## config.mk

```make
export PLATFORM = sky130hd
export DESIGN_NAME = param_table_streamer
export DESIGN_NICKNAME = d
export VERILOG_FILES = /design/src/rtl/param_table_streamer.sv
export SDC_FILE = /design/constraint.sdc
export NUM_CORES = 1
export LEC_CHECK = 0
export ABC_CLOCK_PERIOD_IN_PS = 4200
export CAP_MARGIN = 20
export CORE_MARGIN = 3
export CORE_UTILIZATION = 52
export DETAILED_ROUTE_END_ITERATION = 6
export PLACE_DENSITY = 0.84
export SYNTH_ARGS = -nofsm -noshare
export SYNTH_HDL_FRONTEND = slang
export SYNTH_SLANG_ARGS = --single-unit
```

## constraint.sdc

```tcl
create_clock -name clk -period 4.2 [get_ports clk]
set_input_delay 0.84 -clock clk [delete_from_list [all_inputs] [get_ports clk]]
set_output_delay 0.84 -clock clk [all_outputs]
set_load 0.02 [all_outputs]
```

## src/rtl/param_table_streamer.sv

```systemverilog
// param_table_streamer: streams entries of a packed banks x rows constant table over valid/ready,
// single-bank or all-bank scan, optional looping, with a running sum of accepted entries.
module param_table_streamer #(
  parameter int NUM_BANKS = 2,
  parameter int NUM_ROWS = 3,
  parameter int WIDTH = 4,
  parameter logic [NUM_BANKS-1:0][NUM_ROWS-1:0][WIDTH-1:0] TABLE = {NUM_BANKS{12'h6E5}},
  localparam int BW = NUM_BANKS > 1 ? $clog2(NUM_BANKS) : 1,
  localparam int RW = NUM_ROWS > 1 ? $clog2(NUM_ROWS) : 1,
  localparam int SW = WIDTH + 16
) (
  input  logic          clk,
  input  logic          rst_n,
  input  logic          start,
  input  logic          mode,
  input  logic [BW-1:0] bank_sel,
  input  logic          loop,
  input  logic          abort,
  output logic [WIDTH-1:0] out_data,
  output logic [BW-1:0] out_bank,
  output logic [RW-1:0] out_row,
  output logic          out_valid,
  input  logic          out_ready,
  output logic          out_last,
  output logic          busy,
  output logic          done,
  output logic [SW-1:0] sum
);
  typedef enum logic {IDLE, STREAM} state_t;
  localparam logic [BW:0] NB = (BW+1)'(NUM_BANKS);
  localparam logic [BW-1:0] LAST_BANK = BW'(NUM_BANKS - 1);
  localparam logic [RW-1:0] LAST_ROW = RW'(NUM_ROWS - 1);
  state_t state, state_n;
  logic [BW-1:0] bank, bank_n;
  logic [RW-1:0] row, row_n;
  logic [SW-1:0] sum_n;
  logic mode_r, mode_n, loop_r, loop_n, done_n, row_end;
  assign busy = state == STREAM;
  assign out_valid = busy;
  assign out_bank = bank;
  assign out_row = row;
  assign out_data = TABLE[bank][row];
  assign row_end = row == LAST_ROW;
  // mode 0 ends each pass at the last row; mode 1 only at the last row of the last bank
  assign out_last = busy && row_end && (!mode_r || bank == LAST_BANK);
  always_comb begin
    state_n = state;
    bank_n = bank;
    row_n = row;
    sum_n = sum;
    mode_n = mode_r;
    loop_n = loop_r;
    done_n = 1'b0;
    if (state == IDLE) begin
      if (start && (mode || {1'b0, bank_sel} < NB)) begin
        state_n = STREAM;
        mode_n = mode;
        loop_n = loop;
        sum_n = '0;
        bank_n = mode ? '0 : bank_sel;
        row_n = '0;
      end
    end else if (abort) begin
      state_n = IDLE;
    end else if (out_ready) begin
      sum_n = sum + {16'd0, out_data};
      row_n = row_end ? '0 : row + 1'b1;
      bank_n = (row_end && mode_r) ? (bank == LAST_BANK ? '0 : bank + 1'b1) : bank;
      state_n = (out_last && !loop_r) ? IDLE : STREAM;
      done_n = out_last && !loop_r;
    end
  end
  always_ff @(posedge clk or negedge rst_n) begin
    if (!rst_n) begin
      state <= IDLE;
      bank <= '0;
      row <= '0;
      sum <= '0;
      mode_r <= 1'b0;
      loop_r <= 1'b0;
      done <= 1'b0;
    end else begin
      state <= state_n;
      bank <= bank_n;
      row <= row_n;
      sum <= sum_n;
      mode_r <= mode_n;
      loop_r <= loop_n;
      done <= done_n;
    end
  end
endmodule

```

* Word level (Yosys, flattened, before mapping)
Index checks and enable logic that the tools add are counted.
** Storage, ports and cells
- Register bits after elaboration :: 27
- Bits of input ports :: 8
** Operators by class
- Add/subtract/negate cells :: 3
- $lt $le $gt $ge :: 2
- Eq/ne operators :: 4
- Multiplexer cells :: 27
- Bitwise operators :: 1
- Reductions and logical operators :: 11
** Operators by type and width (count)
- 20-bit 2-to-1 mux :: 4
- 20-bit by 4-bit adder with 20-bit output :: 1
- 1-bit 2-to-1 mux :: 15
- 12-bit 2-to-1 mux :: 1
- 2-bit 2-to-1 mux :: 5
- 4-bit binary-select mux with 2-bit select :: 1
- 1-bit logical AND :: 4
- 4-bit 2-to-1 mux :: 1
- 2-bit != test (second input constant) :: 2
- 4-bit AND reduction :: 1
- 2-bit by 3-bit < comparator with 1-bit output (second input constant) :: 1
- 3-bit AND reduction :: 1
- 2-bit by 1-bit adder with 2-bit output (second input constant) :: 1
- 2-bit equality test (second input constant) :: 1
- 1-bit zero test :: 2
- 1-bit by 2-bit < comparator with 1-bit output (second input constant) :: 1
- 2-bit by 1-bit != test with 1-bit output (second input constant) :: 1
- 2-bit AND reduction :: 1
- 2-bit nonzero test :: 1
- 1-bit adder (second input constant) :: 1
- 1-bit logical OR :: 1
- 1-bit NOT :: 1

* Logic depth before layout (Yosys ltp)
- Depth in word-level cells :: 8
- Mapped depth :: 10
- Depth with buffers taken out :: 10

* Worst setup path after synthesis
Ideal clock, no wire load.
- Path type :: reg2reg
- From :: register row[1], in the netlist out_row[1]
- To :: register sum[18]
- Library setup time :: 0.078 ns
- Arrival :: 2.594 ns
- Required time :: 4.122 ns
- Slack :: 1.528 ns
- Stages on the path, launching flop included :: 11
- Buffers on the path :: 0
- Cells stage by stage :: dfrtp_1 inv_1 ha_1 ha_1 inv_1 fa_1 nor2b_1 o21ai_2 a21o_1 or4_1 a21oi_1
** On the way
- Word-level cells in the longest chain between the ends :: 6
** Ends and longest elaborated chain
- start: declaration :: line 35 : logic [RW-1:0] row, row_n;
- start signal: assignment :: line 85 : row <= row_n;
- 4-bit binary-select mux with 2-bit select :: line 42 : assign out_data = TABLE[bank][row];
- 4-bit 2-to-1 mux (implied by the code) :: line 42
- via out_data[0] :: line 19 : output logic [WIDTH-1:0] out_data,
- 20-bit by 4-bit adder with 20-bit output :: line 66 : sum_n = sum + {16'd0, out_data};
- 20-bit 2-to-1 mux :: line 65 : end else if (out_ready) begin
- 20-bit 2-to-1 mux :: line 63 : end else if (abort) begin
- 20-bit 2-to-1 mux :: line 54 : if (state == IDLE) begin
- end signal: assignment :: line 86 : sum <= sum_n;
- end: declaration :: line 27 : output logic [SW-1:0] sum
The timed path passes the listed nets, and every way through them passes these cells. The select of a mux whose other input is x is not followed.
A chain may end at the register's enable or synchronous reset.

* Final worst setup path
- From :: register row[0], in the netlist out_row[0]
- To :: output out_last
** On the way
- Word-level cells in the longest chain between the ends :: 3
** Ends and longest elaborated chain
- 2-bit equality test :: line 43 : assign row_end = row == LAST_ROW;
- 1-bit logical AND (2 in a row) :: line 45 : assign out_last = busy && row_end && (!mode_r || bank == LAST_BANK);
- end: declaration :: line 24 : output logic out_last,
Every way passes these cells.

==> out/results.env <==
MAXCLOCKFREQUENCY_MHz=365
CP.ARRIVAL_NS=1.90
DPL.HPWL_MICRONS=2640
CLOCK_TREE_FROM_TRITONCTS='built'
POST_SYNTH_MOST_FREQUENT_CELLS='sky130_fd_sc_hd__dfrtp_1, sky130_fd_sc_hd__nand2_1, sky130_fd_sc_hd__nor2_1, sky130_fd_sc_hd__inv_1'
DIEHEIGHT_MICRONS=60.3
GRT_PASS1_VIAS=1365
HTREE_NUM_LEVELS=1
VIAS_PER_CELL=5.64
WORST-R2R-CELL-COUNT=10
DIE_WIDTH_MICRONS=60.3
YOSYS_MOST_USED_DFF='sky130_fd_sc_hd__dfrtp_1'
SYNTH_TOP_CELL_AREA_SHARE_PCT=44.1
ROWS=19
CLOCKBUFFERDEPTH=2
DRT-PASS1-ITER-COUNT=4
SYN-MEAN-INSTANCE-AREA_SQ_UM=9.89
PLACE.DETAILED.INSTANCES=221
SLEW-LIMIT-HEADROOM_PCT=65.5
SETUP.REG_TO_REG.WORST_SLACK_NS=1.51
CRIT_PATH_MAX_INCR_DELAY_NS=0.59
DRC=0
YS_SEQ_AREA_SHARE_PCT=44.1
GR-TOTAL-OVERFLOW=0
TIMING.RR.END='sum[18]'
PLACEABLECOREAREA_SQ_MM=0.00278
ROUTED_LEN_INST_MICRONS=15.3
CRITICAL_PATH_STARTPOINT='out_row[0]'
PATH_COMMON_CELL='sky130_fd_sc_hd__inv_1'
INITIALDRTVIOLATIONCOUNT=35
SINKS_ON_CLOCK_NET=27
SYNTH_AREA_SQ_MM=0.00153
WORST-PATH-MAX-FANOUT=6
GROUTE.USAGE.OVERALL_PCT=21.6
SETUP.WORST_PATH.END_CLASS='primary output'
LATEST_CLOCK_ARRIVAL_WITHIN_THE_WORST_SKEW_PAIR_NS=0.31
RESIZE_COUNT_POST_CTS=0
CELLPOWERDENSITY_mW_PER_MM2=366
IO-PIN-COUNT=39
RSZ0062_AT_GRT='no'
R2R-START='out_row[0]'
SYNTH_NETS=173
ANTENNADIODECOUNT=0
TIMING.CLOCK.SKEW_NS=0.00554
SLEW_VIOL_FINAL=0
IO_BUF_COUNT=38
SYNTH.AREA.TOP_CELLS='sky130_fd_sc_hd__dfrtp_1, sky130_fd_sc_hd__ha_1, sky130_fd_sc_hd__xnor2_1, sky130_fd_sc_hd__nand2_1, sky130_fd_sc_hd__nor2_1'
YOSYS.CELL_COUNT.TOP_TYPE='sky130_fd_sc_hd__dfrtp_1'
DRTANTENNAVIOLNETS=0
INSTANCES_NO_FILL=225
ASYNC_FLOP_SHARE_PCT=100
FINAL_CRITICAL_PATH_SHARE_OF_THE_CLOCK_PERIOD_PCT=65.3
WORSTPATHCELLLIST='inv_1 -> ha_1 -> o211ai_1 -> inv_1 -> clkdlybuf4s50_1'
WORST_SETUP_PATH_START_KIND='register'
HOLD_VIOL_FINAL=0
DRIVE_ABOVE_1_SHARE_PCT=5.67
FP.DIEAREA_SQ_MM=0.00363
CTS_SETUP_BUFFERS=0
POWER.IR.VDD_WORST_uV=266
VIAS=1269
ANTENNA_FOUND_INITIAL=0
MAX-CAP-VIOLATIONS=0
CRITPATHCAPTURE='out_last'
PATH_CLASS='reg -> out'
OUTCOME='completed'
SYNTH_ENABLE_FLOP_CELLS=0
SYNTH_SEQ_CELLS=27
FINALWORSTPATHREQUIREDPERIOD_NS=2.74
CTS_HOLD_BUF=0
P_LEAK_nW=0.850
GLOBAL_ROUTE_WIRE_LENGTH_BEFORE_REPAIR_MICRONS=6000
GP_CONGESTION=0.777
INITIAL_UTILIZATION_PCT=55.1
YS_TYPES=36
SYNTH_CELLS=155
WORST-SLEW-PIN-TRANSITION_NS=0.515
AREA.GROWTH.SYNTH_TO_FINAL_PCT=28.3
HOLD_PATH.CLASS='reg -> reg'
CTS.CLK_SLEW.WORST_PATHS_NS=0.14
CP_DATA_REQUIRED_TIME_NS=3.36
SYNTH_WARNINGS=0
SETUP_TOTAL_NEGATIVE_SLACK_NS=0
LARGEST_NET_DEGREE_AT_THE_START_OF_GLOBAL_ROUTING=28
REPORT.FINAL.SETUP_VIOL=0
CTS_MADE_BUFFERS=3
SYNTH_LARGEST_AREA_CELL='sky130_fd_sc_hd__dfrtp_1'
TOTALWIRELENGTH_MICRONS=3440
FINAL_NET_COUNT=213
CTSROOTBUFFERMASTER='sky130_fd_sc_hd__clkbuf_4'
CRIT_PATH_TOP_DELAY_CELL='sky130_fd_sc_hd__clkdlybuf4s50_1'
## critical path, delay by kind of cell (launching register included)
family / cells / cell delay, ns
AO/OA/AOI/OAI: 1 / 0.13
adder cells (fa/ha/maj): 1 / 0.18
buffers and inverters: 3 / 0.80
flip-flops: 1 / 0.48
## cells by family after synthesis
group | share of synthesized area, %
fa+ha+maj | 8.65
simple gates | 19.4
flops | 44.1
mux | 2.61
compound gates | 15.4
xor+xnor | 5.14
buf+inv | 4.65
## cell usage in the layout (no fill, tap or decap), types with 2 or more instances in the layout
| cell type | instances |
|---|---|
| sky130_fd_sc_hd__inv_1 | 12 |
| sky130_fd_sc_hd__nand3_1 | 5 |
| sky130_fd_sc_hd__nor4_1 | 2 |
| sky130_fd_sc_hd__nor3_1 | 2 |
| sky130_fd_sc_hd__ha_1 | 9 |
| sky130_fd_sc_hd__o21ai_0 | 6 |
| sky130_fd_sc_hd__mux2i_1 | 4 |
| sky130_fd_sc_hd__xnor2_1 | 9 |
| sky130_fd_sc_hd__nor2b_1 | 3 |
| sky130_fd_sc_hd__a211oi_1 | 4 |
| sky130_fd_sc_hd__nor3b_1 | 2 |
| sky130_fd_sc_hd__a21o_1 | 2 |
| sky130_fd_sc_hd__dfrtp_1 | 27 |
| sky130_fd_sc_hd__buf_4 | 2 |
| sky130_fd_sc_hd__nand4_1 | 3 |
| sky130_fd_sc_hd__a22o_1 | 3 |
| sky130_fd_sc_hd__o31ai_1 | 2 |
| sky130_fd_sc_hd__a31o_2 | 2 |
| sky130_fd_sc_hd__a21oi_1 | 6 |
| sky130_fd_sc_hd__clkdlybuf4s50_1 | 38 |
| sky130_fd_sc_hd__clkbuf_4 | 3 |
| sky130_fd_sc_hd__nand2_1 | 17 |
| sky130_fd_sc_hd__nor2_1 | 15 |
| sky130_fd_sc_hd__and4_1 | 2 |
## metrics by stage
stage | power (mW) | area [sq um] | worst slack [ns] | hold slack, ns | utilization, %
after CTS | 0.727 | 1970 | 1.44 | 0.500 | 70.7
after floorplan | 0.494 | 1530 | 1.53 | 0.447 | -
after global placement | 0.600 | 1940 | 1.63 | 0.460 | 69.8
final | 0.719 | 1970 | 1.46 | 0.497 | 70.7
after global routing | 0.769 | 1970 | 1.30 | 0.527 | 70.7
after detailed placement | 0.616 | 1940 | 1.55 | 0.466 | 69.8
## state kept, by name, indices dropped and copies added, names as in the netlist
register  cells
busy          1
done          1
loop_r        1
mode_r        1
out_bank      1
out_row       2
sum          20
## power breakdown
group / switching [mW] / total [mW] / internal [mW]
sequential: 0.0320 / 0.320 / 0.288
combinational: 0.164 / 0.289 / 0.125
clock: 0.0732 / 0.110 / 0.0371
total: 0.269 / 0.719 / 0.450
## routing by layer
layer | vias to the layer above | GRT usage [%] | part of all wire [%]
li1 | 625 | - | -
met1 | 616 | 28.0 | 44
met2 | 24 | 36.1 | 52
met3 | 4 | 2.81 | 3.3
met4 | 0 | 8.86 | 0.84
met5 | - | 0 | 0
## how the worst min path moves through the flow
stage	start	to	cells after the start
after detailed placement	loop_r	loop_r	2
after CTS	loop_r	loop_r	2
final	loop_r	loop_r	2
after floorplan	loop_r	loop_r	2
after global routing	loop_r	loop_r	2
after global placement	loop_r	loop_r	2
## final cells by class
| class | instances | area [sq um] |
|---|---|---|
| Clock buffer | 4 | 26.3 |
| Sequential cell | 27 | 676 |
| Fill cell | 221 | 815 |
| Timing Repair Buffer | 40 | 395 |
| Inverter | 12 | 45.0 |
| Tap cell | 31 | 38.8 |
| Multi-Input combinational cell | 111 | 786 |
(Power assumes the default switching activity.)
